**src/rtl/spi_ctrl_master.sv**
```systemverilog
// spi_ctrl_master: SPI mode-0 frame controller (16-bit R/W+addr+data); optional readback via SPI_CTRL_READ_EN
module spi_ctrl_master #(
  parameter int HALF_DIV = 50
) (
  input  logic       clk,
  input  logic       rst_n,
  input  logic       req_valid,
  output logic       req_ready,
  input  logic       req_write,
  input  logic [6:0] req_addr,
  input  logic [7:0] req_wdata,
  output logic       busy,
  output logic       done,
  output logic       sclk,
  output logic       copi,
`ifdef SPI_CTRL_READ_EN
  input  logic       cipo,
  output logic [7:0] rdata,
`endif
  output logic       ncs
);
  typedef enum logic [1:0] {IDLE, SETUP, SHIFT, GAP} state_t;
  state_t state, state_nx;
  logic [7:0] cnt, cnt_nx;
  logic [15:0] shreg, shreg_nx;
  logic [3:0] bit_idx, bit_idx_nx;
  logic [1:0] phase, phase_nx;
  logic sclk_nx, copi_nx, ncs_nx, done_nx, tick;
`ifdef SPI_CTRL_READ_EN
  logic [7:0] rx, rx_nx, rdata_nx;
`endif
  assign tick = cnt == 8'(HALF_DIV - 1);
  assign req_ready = state == IDLE;
  assign busy = state != IDLE;
  // Register all state and SPI pins; reset forces the bus idle immediately
  always_ff @(posedge clk or negedge rst_n) begin
    if (!rst_n) begin
      state <= IDLE;
      cnt <= '0;
      shreg <= '0;
      bit_idx <= '0;
      phase <= '0;
      sclk <= 1'b0;
      copi <= 1'b0;
      ncs <= 1'b1;
      done <= 1'b0;
`ifdef SPI_CTRL_READ_EN
      rx <= '0;
      rdata <= '0;
`endif
    end else begin
      state <= state_nx;
      cnt <= cnt_nx;
      shreg <= shreg_nx;
      bit_idx <= bit_idx_nx;
      phase <= phase_nx;
      sclk <= sclk_nx;
      copi <= copi_nx;
      ncs <= ncs_nx;
      done <= done_nx;
`ifdef SPI_CTRL_READ_EN
      rx <= rx_nx;
      rdata <= rdata_nx;
`endif
    end
  end
  // Next-state: phase counts the two trailing low half-periods in SHIFT and the two gap half-periods
  always_comb begin
    state_nx = state;
    cnt_nx = (state == IDLE || tick) ? 8'd0 : cnt + 8'd1;
    shreg_nx = shreg;
    bit_idx_nx = bit_idx;
    phase_nx = phase;
    sclk_nx = sclk;
    copi_nx = copi;
    ncs_nx = ncs;
    done_nx = 1'b0;
`ifdef SPI_CTRL_READ_EN
    rx_nx = rx;
    rdata_nx = rdata;
`endif
    case (state)
      IDLE: if (req_valid) begin
        shreg_nx = {req_write, req_addr, req_wdata};
        copi_nx = req_write;
        ncs_nx = 1'b0;
        state_nx = SETUP;
      end
      SETUP: if (tick) begin
        sclk_nx = 1'b1;
        bit_idx_nx = 4'd15;
        phase_nx = 2'd0;
        state_nx = SHIFT;
      end
      SHIFT: if (tick) begin
        if (phase == 2'd2) begin
          ncs_nx = 1'b1;
          copi_nx = 1'b0;
          phase_nx = 2'd0;
          state_nx = GAP;
        end else if (phase == 2'd1) begin
          phase_nx = 2'd2;
        end else if (sclk) begin
          sclk_nx = 1'b0;
          if (bit_idx == 4'd0) phase_nx = 2'd1;
          else begin
            bit_idx_nx = bit_idx - 4'd1;
            copi_nx = shreg[bit_idx - 4'd1];
          end
        end else begin
          sclk_nx = 1'b1;
`ifdef SPI_CTRL_READ_EN
          if (!shreg[15] && bit_idx < 4'd8) rx_nx = {rx[6:0], cipo};
`endif
        end
      end
      GAP: if (tick) begin
        if (phase == 2'd1) begin
          done_nx = 1'b1;
          phase_nx = 2'd0;
          state_nx = IDLE;
`ifdef SPI_CTRL_READ_EN
          if (!shreg[15]) rdata_nx = rx;
`endif
        end else phase_nx = 2'd1;
      end
      default: state_nx = IDLE;
    endcase
  end
endmodule

```
**config.mk**
```make
export PLATFORM = sky130hd
export DESIGN_NAME = spi_ctrl_master
export DESIGN_NICKNAME = d
export VERILOG_FILES = /design/src/rtl/spi_ctrl_master.sv
export SDC_FILE = /design/constraint.sdc
export NUM_CORES = 1
export LEC_CHECK = 0
export CAP_MARGIN = 10
export CORE_MARGIN = 5
export CORE_UTILIZATION = 55
export CTS_CLUSTER_DIAMETER = 150
export DETAILED_ROUTE_END_ITERATION = 10
export GPL_TIMING_DRIVEN = 0
export HOLD_SLACK_MARGIN = 0.1
export MAX_ROUTING_LAYER = met4
export PLACE_DENSITY = 0.79
export SYNTH_ARGS = -nofsm -noshare
export SYNTH_HDL_FRONTEND = slang
export SYNTH_SLANG_ARGS = --single-unit
```
**constraint.sdc**
```tcl
create_clock -name clk -period 2.68 [get_ports clk]
set_clock_uncertainty 0.1 [all_clocks]
set_input_delay 0.536 -clock clk [delete_from_list [all_inputs] [get_ports clk]]
set_output_delay 0.536 -clock clk [all_outputs]
set_load 0.005 [all_outputs]
```
==> reports/results.ini, run 1 <==
[grt]
grt_max_degree = 37
grt_pass1_vias = 1532
antenna_found_initial = 0
grt-ovfl-total = 0
grt_use_total_pct = 18.1
grt_pass1_wl_um = 6900

[timing]
period_share_pct = 92.8
setup-tns-final_ps = 0
grt_setup_unrepaired = false
fin_crit_ps = 2490
slew-limit-headroom_pct = 47.8
hold_violations = 0
holdWs_ps = 157
fin_ws_ps = 194
drv_slew = 0
tightest_slew_ps = 783
clock.fmax_mhz = 402
setup_viol = 0

[power_and_ir_drop]
seqPwrFrac_pct = 63.2
vdd_drop_max_mv = 0.314
p_per_area_mw_per_mm2 = 371
sw_frac_of_total_pct = 22.2
pwr-share-clk_pct = 32.6
combPwrFrac_pct = 4.2
p_int_uw = 668
switching_power_uw = 191
p_leak_uw = 0.00107

[clock_network]
clk_pin_slew_ps = 120
htreeDepth = 2
clockRootBuffer = clkbuf_4
clk_latency_ps = 340
cts_setup_buffers = 0
clock_path_buffers = 2
cts_tree = built
cts_made_buffers = 5
clkSinkCount = 36

[floorplan]
core-area_mm2 = 0.00342
dieHeight_um = 70.0
rows = 21
io_pins = 25
chipWidth_um = 70.0
die_area_mm2 = 0.00489
start_util_pct = 57.9

[place]
dpl-instance-area_mm2 = 0.00227
place.gp.congestion = 0.834
dp_hpwl_um = 3080
dpl_worst_slack_ps = 195
io_buffers = 24

[drt]
drt_first_iter_violations = 133
wl_um = 4100
firstDrtPassIters = 4
ant_nets = 0
vias_per_cell = 5.56
wl_per_cell_um = 15.8
drc = 0
vias = 1439

[critical_path]
crit_slowest_cell = or3b_2
required_ps = 2800
path_buf_inv = 1
cp-start-kind = flip-flop
path_max_fanout = 8
max_stage_delay_ps = 510
critPathKind = reg2reg
worstSetupEndpointType = flip-flop
crit_arrival_ps = 2600
path_cells = inv_1 > ha_1 > or3b_2 > a211oi_4 > and3_1 > mux2_2 > a21oi_1
critPathTopFamily = simple AND/OR/NAND/NOR gates

[synth]
ys_seq_area_share_pct = 45.6
syn_nets = 212
synth_top_family_by_area = simple AND/OR/NAND/NOR gates
synth_common_cells = dfrtp_1, nor2_1, mux2_2
syn-instance-count = 182
synth_top_area_share_pct = 44.3
netlist_top_cells_area = dfrtp_1, mux2_2, ha_1, mux2i_1, nor2_1
synth_seq_cells = 36
synth-compound-area-share_pct = 9.18
syn_area_mm2 = 0.00198
synth-edff-count = 0
postSynthAreaPerCell_um2 = 10.9
synth_top_cell_by_area = dfrtp_1
synth_xor_area_share_pct = 3.99
synthFlopType = dfrtp_1
yosys.area_share.simple_pct = 16.5
yosysMostFrequentCell = dfrtp_1
yosys.area_share.adder_pct = 6.96
synth-async-reset-ratio_pct = 100
ys_warn_count = 0
synth_cell_types = 43
muxShareOfSynthArea_pct = 14.7

[final_layout]
antenna_cells = 0
drive_gt1_share_pct = 17.8
final_cell_area_mm2 = 0.00232
areaGrowthSynthToFinish_pct = 17.2
layout.nets = 242
final_util_pct = 67.8

[flow_run]
cap_violations = 0

[min_path]
hold_path.class = in2async

[run_status]
status = finished clean

flip-flops by register name, indices dropped and copies added, names as in the netlist:
name,flops
phase,2
state,2
bit_idx,4
shreg,16
copi,1
sclk,1
cnt,8
ncs,1
done,1
kinds of logic (layout without fill, tap and decap cells):
| logic type | count (synthesis) | count (layout) |
|---|---|---|
| AND/OR/NAND/NOR | 61 | 61 |
| flip-flops | 36 | 36 |
| multiplexers | 27 | 27 |
| AO/OA/AOI/OAI | 25 | 25 |
| buffers and inverters | 13 | 44 |
| adder cells (fa/ha/maj) | 11 | 11 |
| XOR/XNOR | 9 | 9 |
layout by cell type, fill, tap and decap left out, types with 7 or more instances in the layout:
cell             synthesis  layout
dfrtp_1                 35      35
clkdlybuf4s50_1          0      23
nor2_1                  21      21
mux2_2                  17      17
ha_1                    11      11
nand2_1                 10      10
mux2i_1                 10      10
inv_1                    8       8
a21oi_1                  8       8
nand3_1                  7       7
worst register-to-register path, cell delays in order, from the launching register on:
cell      delay [ps]
dfrtp_1          450
inv_1            130
ha_1             320
or3b_2           510
a211oi_4         370
and3_1           260
mux2_2           160
a21oi_1           60
metal layers:
metal	track usage, %	part of all wire, %	vias to the layer above
met2	30.4	53	44
met4	6.17	1.3	0
met3	4.30	4.4	6
met1	21.3	41	691
met5	-	0	-
li1	-	-	698
path summary, 6_finish.rpt:
check                                         end                 start  cells after the start  slack, ps
min                        bit_idx[2]$_DFFE_PN0P_                 rst_n                      1        160
max reg2reg                bit_idx[0]$_DFFE_PN0P_  state[0]$_DFFE_PN0P_                      7        190
max in group asynchronous   shreg[14]$_DFFE_PN0P_                 rst_n                      1       1810
min in group clk                 cnt[0]$_DFF_PN0_      cnt[0]$_DFF_PN0_                      1        390
min reg2reg                      cnt[0]$_DFF_PN0_      cnt[0]$_DFF_PN0_                      1        390
max                        bit_idx[0]$_DFFE_PN0P_  state[0]$_DFFE_PN0P_                      7        190
metrics by stage:
step           power (uW)  std cells
4_1_cts               865        260
5_1_grt               892        259
6_report              859        259
3_5_place_dp          591        252
3_3_place_gp          590        252
2_1_floorplan         554        182
area by class of cell:
type / count / area (um^2)
Fill cell: 273 / 1100
Multi-Input combinational cell: 133 / 1010
Sequential cell: 36 / 902
Timing Repair Buffer: 24 / 235
Tap cell: 46 / 57.6
Clock buffer: 7 / 45.0
Inverter: 8 / 30.0
Buffer: 4 / 26.3
Clock inverter: 1 / 5.00
timing repair:
item	4_1_cts	5_1_grt
hold buffers	0	0
setup endpoints to repair	0	1
resized for setup	0	0
power by group through the flow:
stage               Clock [uW]  Combinational, uW  Sequential, uW
CTS                        284               37.3             543
global placement             0               36.7             554
finish                     280               36.1             543
floorplan                    0              0.626             554
global route               308               40.4             543
detailed placement           0               37.2             553
Power figures use the tool's default switching activity.
==> run 2, diff against run 1 <==
--- a/config.mk
+++ b/config.mk
@@ -6,14 +6,14 @@
 export NUM_CORES = 1
 export LEC_CHECK = 0
 export CAP_MARGIN = 10
-export CORE_MARGIN = 5
+export CORE_MARGIN = 2
 export CORE_UTILIZATION = 55
 export CTS_CLUSTER_DIAMETER = 150
 export DETAILED_ROUTE_END_ITERATION = 10
 export GPL_TIMING_DRIVEN = 0
 export HOLD_SLACK_MARGIN = 0.1
 export MAX_ROUTING_LAYER = met4
-export PLACE_DENSITY = 0.79
+export PLACE_DENSITY_LB_ADDON = 0.12
 export SYNTH_ARGS = -nofsm -noshare
 export SYNTH_HDL_FRONTEND = slang
 export SYNTH_SLANG_ARGS = --single-unit
==> reports/results.ini, run 2 (synthesis results as in run 1) <==
[clock_network]
cts_tree = built
cts_made_buffers = 5  ; unchanged
clock_path_buffers = 2  ; unchanged
clkSinkCount = 36  ; unchanged
clk_latency_ps = 350  ; about the same
htreeDepth = 2  ; unchanged
clockRootBuffer = clkbuf_4
ctsHoldBuffers = 0  ; unchanged
clk_pin_slew_ps = 120  ; about the same
post_cts_resized = 0  ; unchanged

[timing]
slew-limit-headroom_pct = 48.0  ; +0.15 points
setup_viol = 0  ; unchanged
tightest_slew_ps = 781  ; -2.27 ps
clock.fmax_mhz = 403  ; +0.17%
holdWs_ps = 148  ; -8.61 ps
grt_setup_unrepaired = false
period_share_pct = 92.6  ; -0.16 points
fin_crit_ps = 2480  ; -4.19 ps
drv_slew = 0  ; unchanged
hold_violations = 0  ; unchanged
setup-tns-final_ps = 0  ; unchanged

[drt]
vias = 1485  ; +3.2%
ant_nets = 0  ; unchanged
firstDrtPassIters = 4  ; unchanged
wl_um = 3850  ; -5.9%
vias_per_cell = 5.73  ; +3.2%
drc = 0  ; unchanged
wl_per_cell_um = 14.9  ; -5.9%
drt_first_iter_violations = 96  ; -28%

[critical_path]
crit_slowest_cell = or3b_2
max_stage_delay_ps = 510  ; about the same
path_max_fanout = 8  ; unchanged
worstSetupEndpointType = flip-flop
critPathKind = reg2reg
startpoint = state[0]$_DFFE_PN0P_
cp-start-kind = flip-flop
worstRegToRegCells = 7  ; unchanged
timing.reg2reg.setup_slack_ps = 200  ; about the same
path_buf_inv = 1  ; unchanged
critPathTopFamily = simple AND/OR/NAND/NOR gates
reg2reg_to = bit_idx[0]$_DFFE_PN0P_
crit_arrival_ps = 2610  ; about the same
cp_num_cells = 7  ; unchanged
crit_end = bit_idx[0]$_DFFE_PN0P_
required_ps = 2810  ; about the same
path_cells = inv_1 > ha_1 > or3b_2 > a211oi_4 > and3_1 > mux2_2 > a21oi_1
r2r_start = state[0]$_DFFE_PN0P_

[grt]
grt_use_total_pct = 22.7  ; +4.6 points
grt-ovfl-total = 0  ; unchanged
antenna_found_initial = 0  ; unchanged
grt_pass1_wl_um = 7000  ; +1.4%
grt_max_degree = 37  ; unchanged
grt_pass1_vias = 1563  ; +2.0%

[place]
dp_hpwl_um = 2920  ; -5.2%
io_buffers = 24  ; unchanged
dpl-instance-area_mm2 = 0.00227  ; unchanged
place.gp.congestion = 0.896  ; +7.4%
placed_cells = 252  ; unchanged

[final_layout]
multiInputGateArea_mm2 = 0.00101  ; unchanged
largest_register = shreg
fin_cells = 259  ; unchanged
areaGrowthSynthToFinish_pct = 17.7
largest_register_ff_count = 16  ; unchanged
final_common_cell = dfrtp_1
antenna_cells = 0  ; unchanged
seqCellArea_um2 = 902  ; unchanged
layout.nets = 242  ; unchanged
final_cell_area_mm2 = 0.00233  ; +0.49%
largestRegisters = shreg x16, cnt x8, bit_idx x4
final_cell_mix = dfrtp_1, clkdlybuf4s50_1, nor2_1
fill_cells = 256  ; -6.2%
drive_gt1_share_pct = 18.8  ; +0.94 points

[power_and_ir_drop]
vdd_drop_max_mv = 0.336  ; +7.2%
finalPower_uw = 885  ; +3.1%
p_leak_uw = 0.00108  ; +0.81%
p_per_area_mw_per_mm2 = 380  ; +2.6%

[floorplan]
rows = 21  ; unchanged
io_pins = 25  ; unchanged
die_area_mm2 = 0.00409  ; -16%
dieHeight_um = 64.0  ; -8.6%
start_util_pct = 58.3  ; +0.45 points
chipWidth_um = 64.0  ; -8.6%
core-area_mm2 = 0.00339  ; -0.77%

[flow_run]
cap_violations = 0  ; unchanged

[run_status]
status = finished clean

[min_path]
hold_path.class = in2async

[run 2: what timing repair did]
item | CTS | global route
setup buffers | 0 | 0
hold endpoints to repair | 0 | 0
setup endpoints to repair | 0 | 1
[run 2: routing by layer]
metal	up-vias	GRT usage [%]	share of wire [%]
li1	700	-	-
met1	745	26.7	43
met2	33	38.2	52
met3	7	5.46	3.6
met4	0	7.88	1.9
met5	-	-	0
[run 2: worst min-delay path by stage]
stage                           from                      to  slack, ps
global route                   rst_n  bit_idx[0]$_DFFE_PN0P_        200
global placement    cnt[0]$_DFF_PN0_        cnt[0]$_DFF_PN0_        370
detailed placement  cnt[0]$_DFF_PN0_        cnt[0]$_DFF_PN0_        390
finish                         rst_n    phase[1]$_DFFE_PN0P_        150
CTS                            rst_n    phase[1]$_DFFE_PN0P_        170
floorplan                      rst_n  bit_idx[0]$_DFFE_PN0P_        140
[run 2: stage by stage]
stage	worst slack [ps]	util (%)
after floorplan	484	-
after global placement	255	67.1
after detailed placement	244	67.0
after CTS	205	68.8
after global routing	50.5	68.7
final	198	68.7
[run 2: area by class of cell]
cell class,count,share of cell area (%)
multi-input combinational,133,43.6
sequential,36,38.8
timing repair buffer,24,10.1
tap,46,2.47
clock buffer,6,2.20
inverter,8,1.29
buffer,4,1.13
clock inverter,2,0.430
[run 2: power by group]
group	internal, uW	leakage (uW)	switching, uW
clock network	125	0.0000380	182
logic	22.5	0.000569	13.6
registers	543	0.000476	0
total	690	0.00108	195
==> run 3, diff against run 2 <==
--- a/config.mk
+++ b/config.mk
@@ -5,9 +5,11 @@
 export SDC_FILE = /design/constraint.sdc
 export NUM_CORES = 1
 export LEC_CHECK = 0
+export ABC_CLOCK_PERIOD_IN_PS = 2680
 export CAP_MARGIN = 10
 export CORE_MARGIN = 2
 export CORE_UTILIZATION = 55
+export CTS_BUF_LIST = sky130_fd_sc_hd__clkbuf_16
 export CTS_CLUSTER_DIAMETER = 150
 export DETAILED_ROUTE_END_ITERATION = 10
 export GPL_TIMING_DRIVEN = 0
==> reports/results.ini, run 3 (synthesis results as in run 1) <==
[floorplan]
die_area_mm2 = 0.00409  ; unchanged
dieHeight_um = 64.0  ; unchanged
io_pins = 25  ; unchanged
rows = 21  ; unchanged
chipWidth_um = 64.0  ; unchanged
start_util_pct = 58.3  ; unchanged
core-area_mm2 = 0.00339  ; unchanged

[critical_path]
reg2reg_to = bit_idx[0]$_DFFE_PN0P_
crit_end = bit_idx[0]$_DFFE_PN0P_
startpoint = state[0]$_DFFE_PN0P_
timing.reg2reg.setup_slack_ps = 220  ; +20 ps
critPathKind = reg2reg
crit_arrival_ps = 2510  ; -100 ps
path_max_fanout = 8  ; unchanged
r2r_start = state[0]$_DFFE_PN0P_
worstRegToRegCells = 7  ; unchanged
required_ps = 2730  ; -80 ps
worstSetupEndpointType = flip-flop
cp-start-kind = flip-flop

[timing]
fin_crit_ps = 2460  ; -22.7 ps
clock.fmax_mhz = 407  ; +0.93%
setup-tns-final_ps = 0  ; unchanged
setup_viol = 0  ; unchanged
hold_violations = 0  ; unchanged
grt_setup_unrepaired = false
fin_ws_ps = 221  ; +22.7 ps
slew-limit-headroom_pct = 48.5  ; +0.55 points
tightest_slew_ps = 772  ; -8.21 ps
drv_slew = 0  ; unchanged
period_share_pct = 91.7  ; -0.85 points

[grt]
grt_pass1_wl_um = 7170  ; +2.5%
grt-ovfl-total = 0  ; unchanged
grt_use_total_pct = 23.5  ; +0.73 points
grt_max_degree = 37  ; unchanged
grt_pass1_vias = 1566  ; +0.19%
antenna_found_initial = 0  ; unchanged

[clock_network]
htreeDepth = 2  ; unchanged
post_cts_resized = 0  ; unchanged
cts_tree = built
clockRootBuffer = clkbuf_16
ctsHoldBuffers = 0  ; unchanged
cts_made_buffers = 5  ; unchanged
clk_latency_ps = 280  ; -70 ps
clk_pin_slew_ps = 60  ; -60 ps
clkSinkCount = 36  ; unchanged
clock_path_buffers = 2  ; unchanged

[flow_run]
cap_violations = 0  ; unchanged

[drt]
firstDrtPassIters = 4  ; unchanged
vias_per_cell = 5.69  ; -0.74%
ant_nets = 0  ; unchanged
wl_per_cell_um = 15.5  ; +4.3%
vias = 1474  ; -0.74%
drc = 0  ; unchanged
wl_um = 4020  ; +4.3%
drt_first_iter_violations = 97  ; +1.0%

[place]
placed_cells = 252  ; unchanged
io_buffers = 24  ; unchanged
dp_hpwl_um = 2920  ; unchanged
place.gp.congestion = 0.896  ; unchanged
dpl_worst_slack_ps = 244  ; unchanged

[final_layout]
final_cell_mix = dfrtp_1, clkdlybuf4s50_1, nor2_1
largest_register_ff_count = 16  ; unchanged
antenna_cells = 0  ; unchanged
largest_register = shreg
largestRegisters = shreg x16, cnt x8, bit_idx x4
areaGrowthSynthToFinish_pct = 21.6
drive_gt1_share_pct = 18.3  ; -0.47 points
fin_cells = 259  ; unchanged
final_util_pct = 70.9  ; +2.3 points
layout.nets = 242  ; unchanged
final_common_cell = dfrtp_1

[power_and_ir_drop]
p_leak_uw = 0.00112  ; +3.0%
vdd_drop_max_mv = 0.428  ; +27%
p_per_area_mw_per_mm2 = 472  ; +24%
finalPower_uw = 1130  ; +28%

[min_path]
hold_path.class = in2async

[run_status]
status = finished clean

[run 3: worst max-delay path, cell delays in order (launching register included)]
cell and delay, ps:
dfrtp_1 420, inv_1 120, ha_1 310, or3b_2 510, a211oi_4 360, and3_1 270, mux2_2 170, a21oi_1 70
[run 3: area by class of cell]
cell class / instances / area, um^2
plain buffers: 4 / 26.3
clock buffers: 5 / 125
clock inverters: 3 / 13.8
fillers: 246 / 985
inverters: 8 / 30.0
multi-input cells: 133 / 1010
flip-flops and latches: 36 / 902
well taps: 46 / 57.6
repair buffers: 24 / 235
[run 3: per-stage QoR]
| step | hold slack [ps] | cell area, um^2 |
|---|---|---|
| after floorplan | 140 | 1980 |
| after global placement | 365 | 2270 |
| after detailed placement | 388 | 2270 |
| after CTS | 264 | 2410 |
| after global routing | 293 | 2400 |
| final | 227 | 2400 |
[run 3: timing repair]
| action | 4_1_cts | 5_1_grt |
|---|---|---|
| endpoints found under the hold margin | 0 | 0 |
| setup buffers | 0 | 0 |
| endpoints found under the setup margin | 0 | 1 |
[run 3: how the worst min path moves through the flow]
stage                           startpoint                     end  slack, ps  depth (start not counted)
final                                rst_n   shreg[10]$_DFFE_PN0P_        230                          1
after global routing                 rst_n  bit_idx[0]$_DFFE_PN0P_        290                          1
after CTS                            rst_n    phase[1]$_DFFE_PN0P_        260                          1
after detailed placement  cnt[0]$_DFF_PN0_        cnt[0]$_DFF_PN0_        390                          1
after global placement    cnt[0]$_DFF_PN0_        cnt[0]$_DFF_PN0_        370                          1
after floorplan                      rst_n  bit_idx[0]$_DFFE_PN0P_        140                          0
[run 3: power by group]
part	internal (uW)	switching [uW]
sequential	544	0
clock	337	217
combinational	22.5	13.6
total	904	231
[run 3: routing by layer]
layer / track usage, % / part of all wire (%)
met1: 27.1 / 41
met4: 10.3 / 2.4
met2: 38.7 / 52
met3: 5.81 / 4.4
met5: - / 0
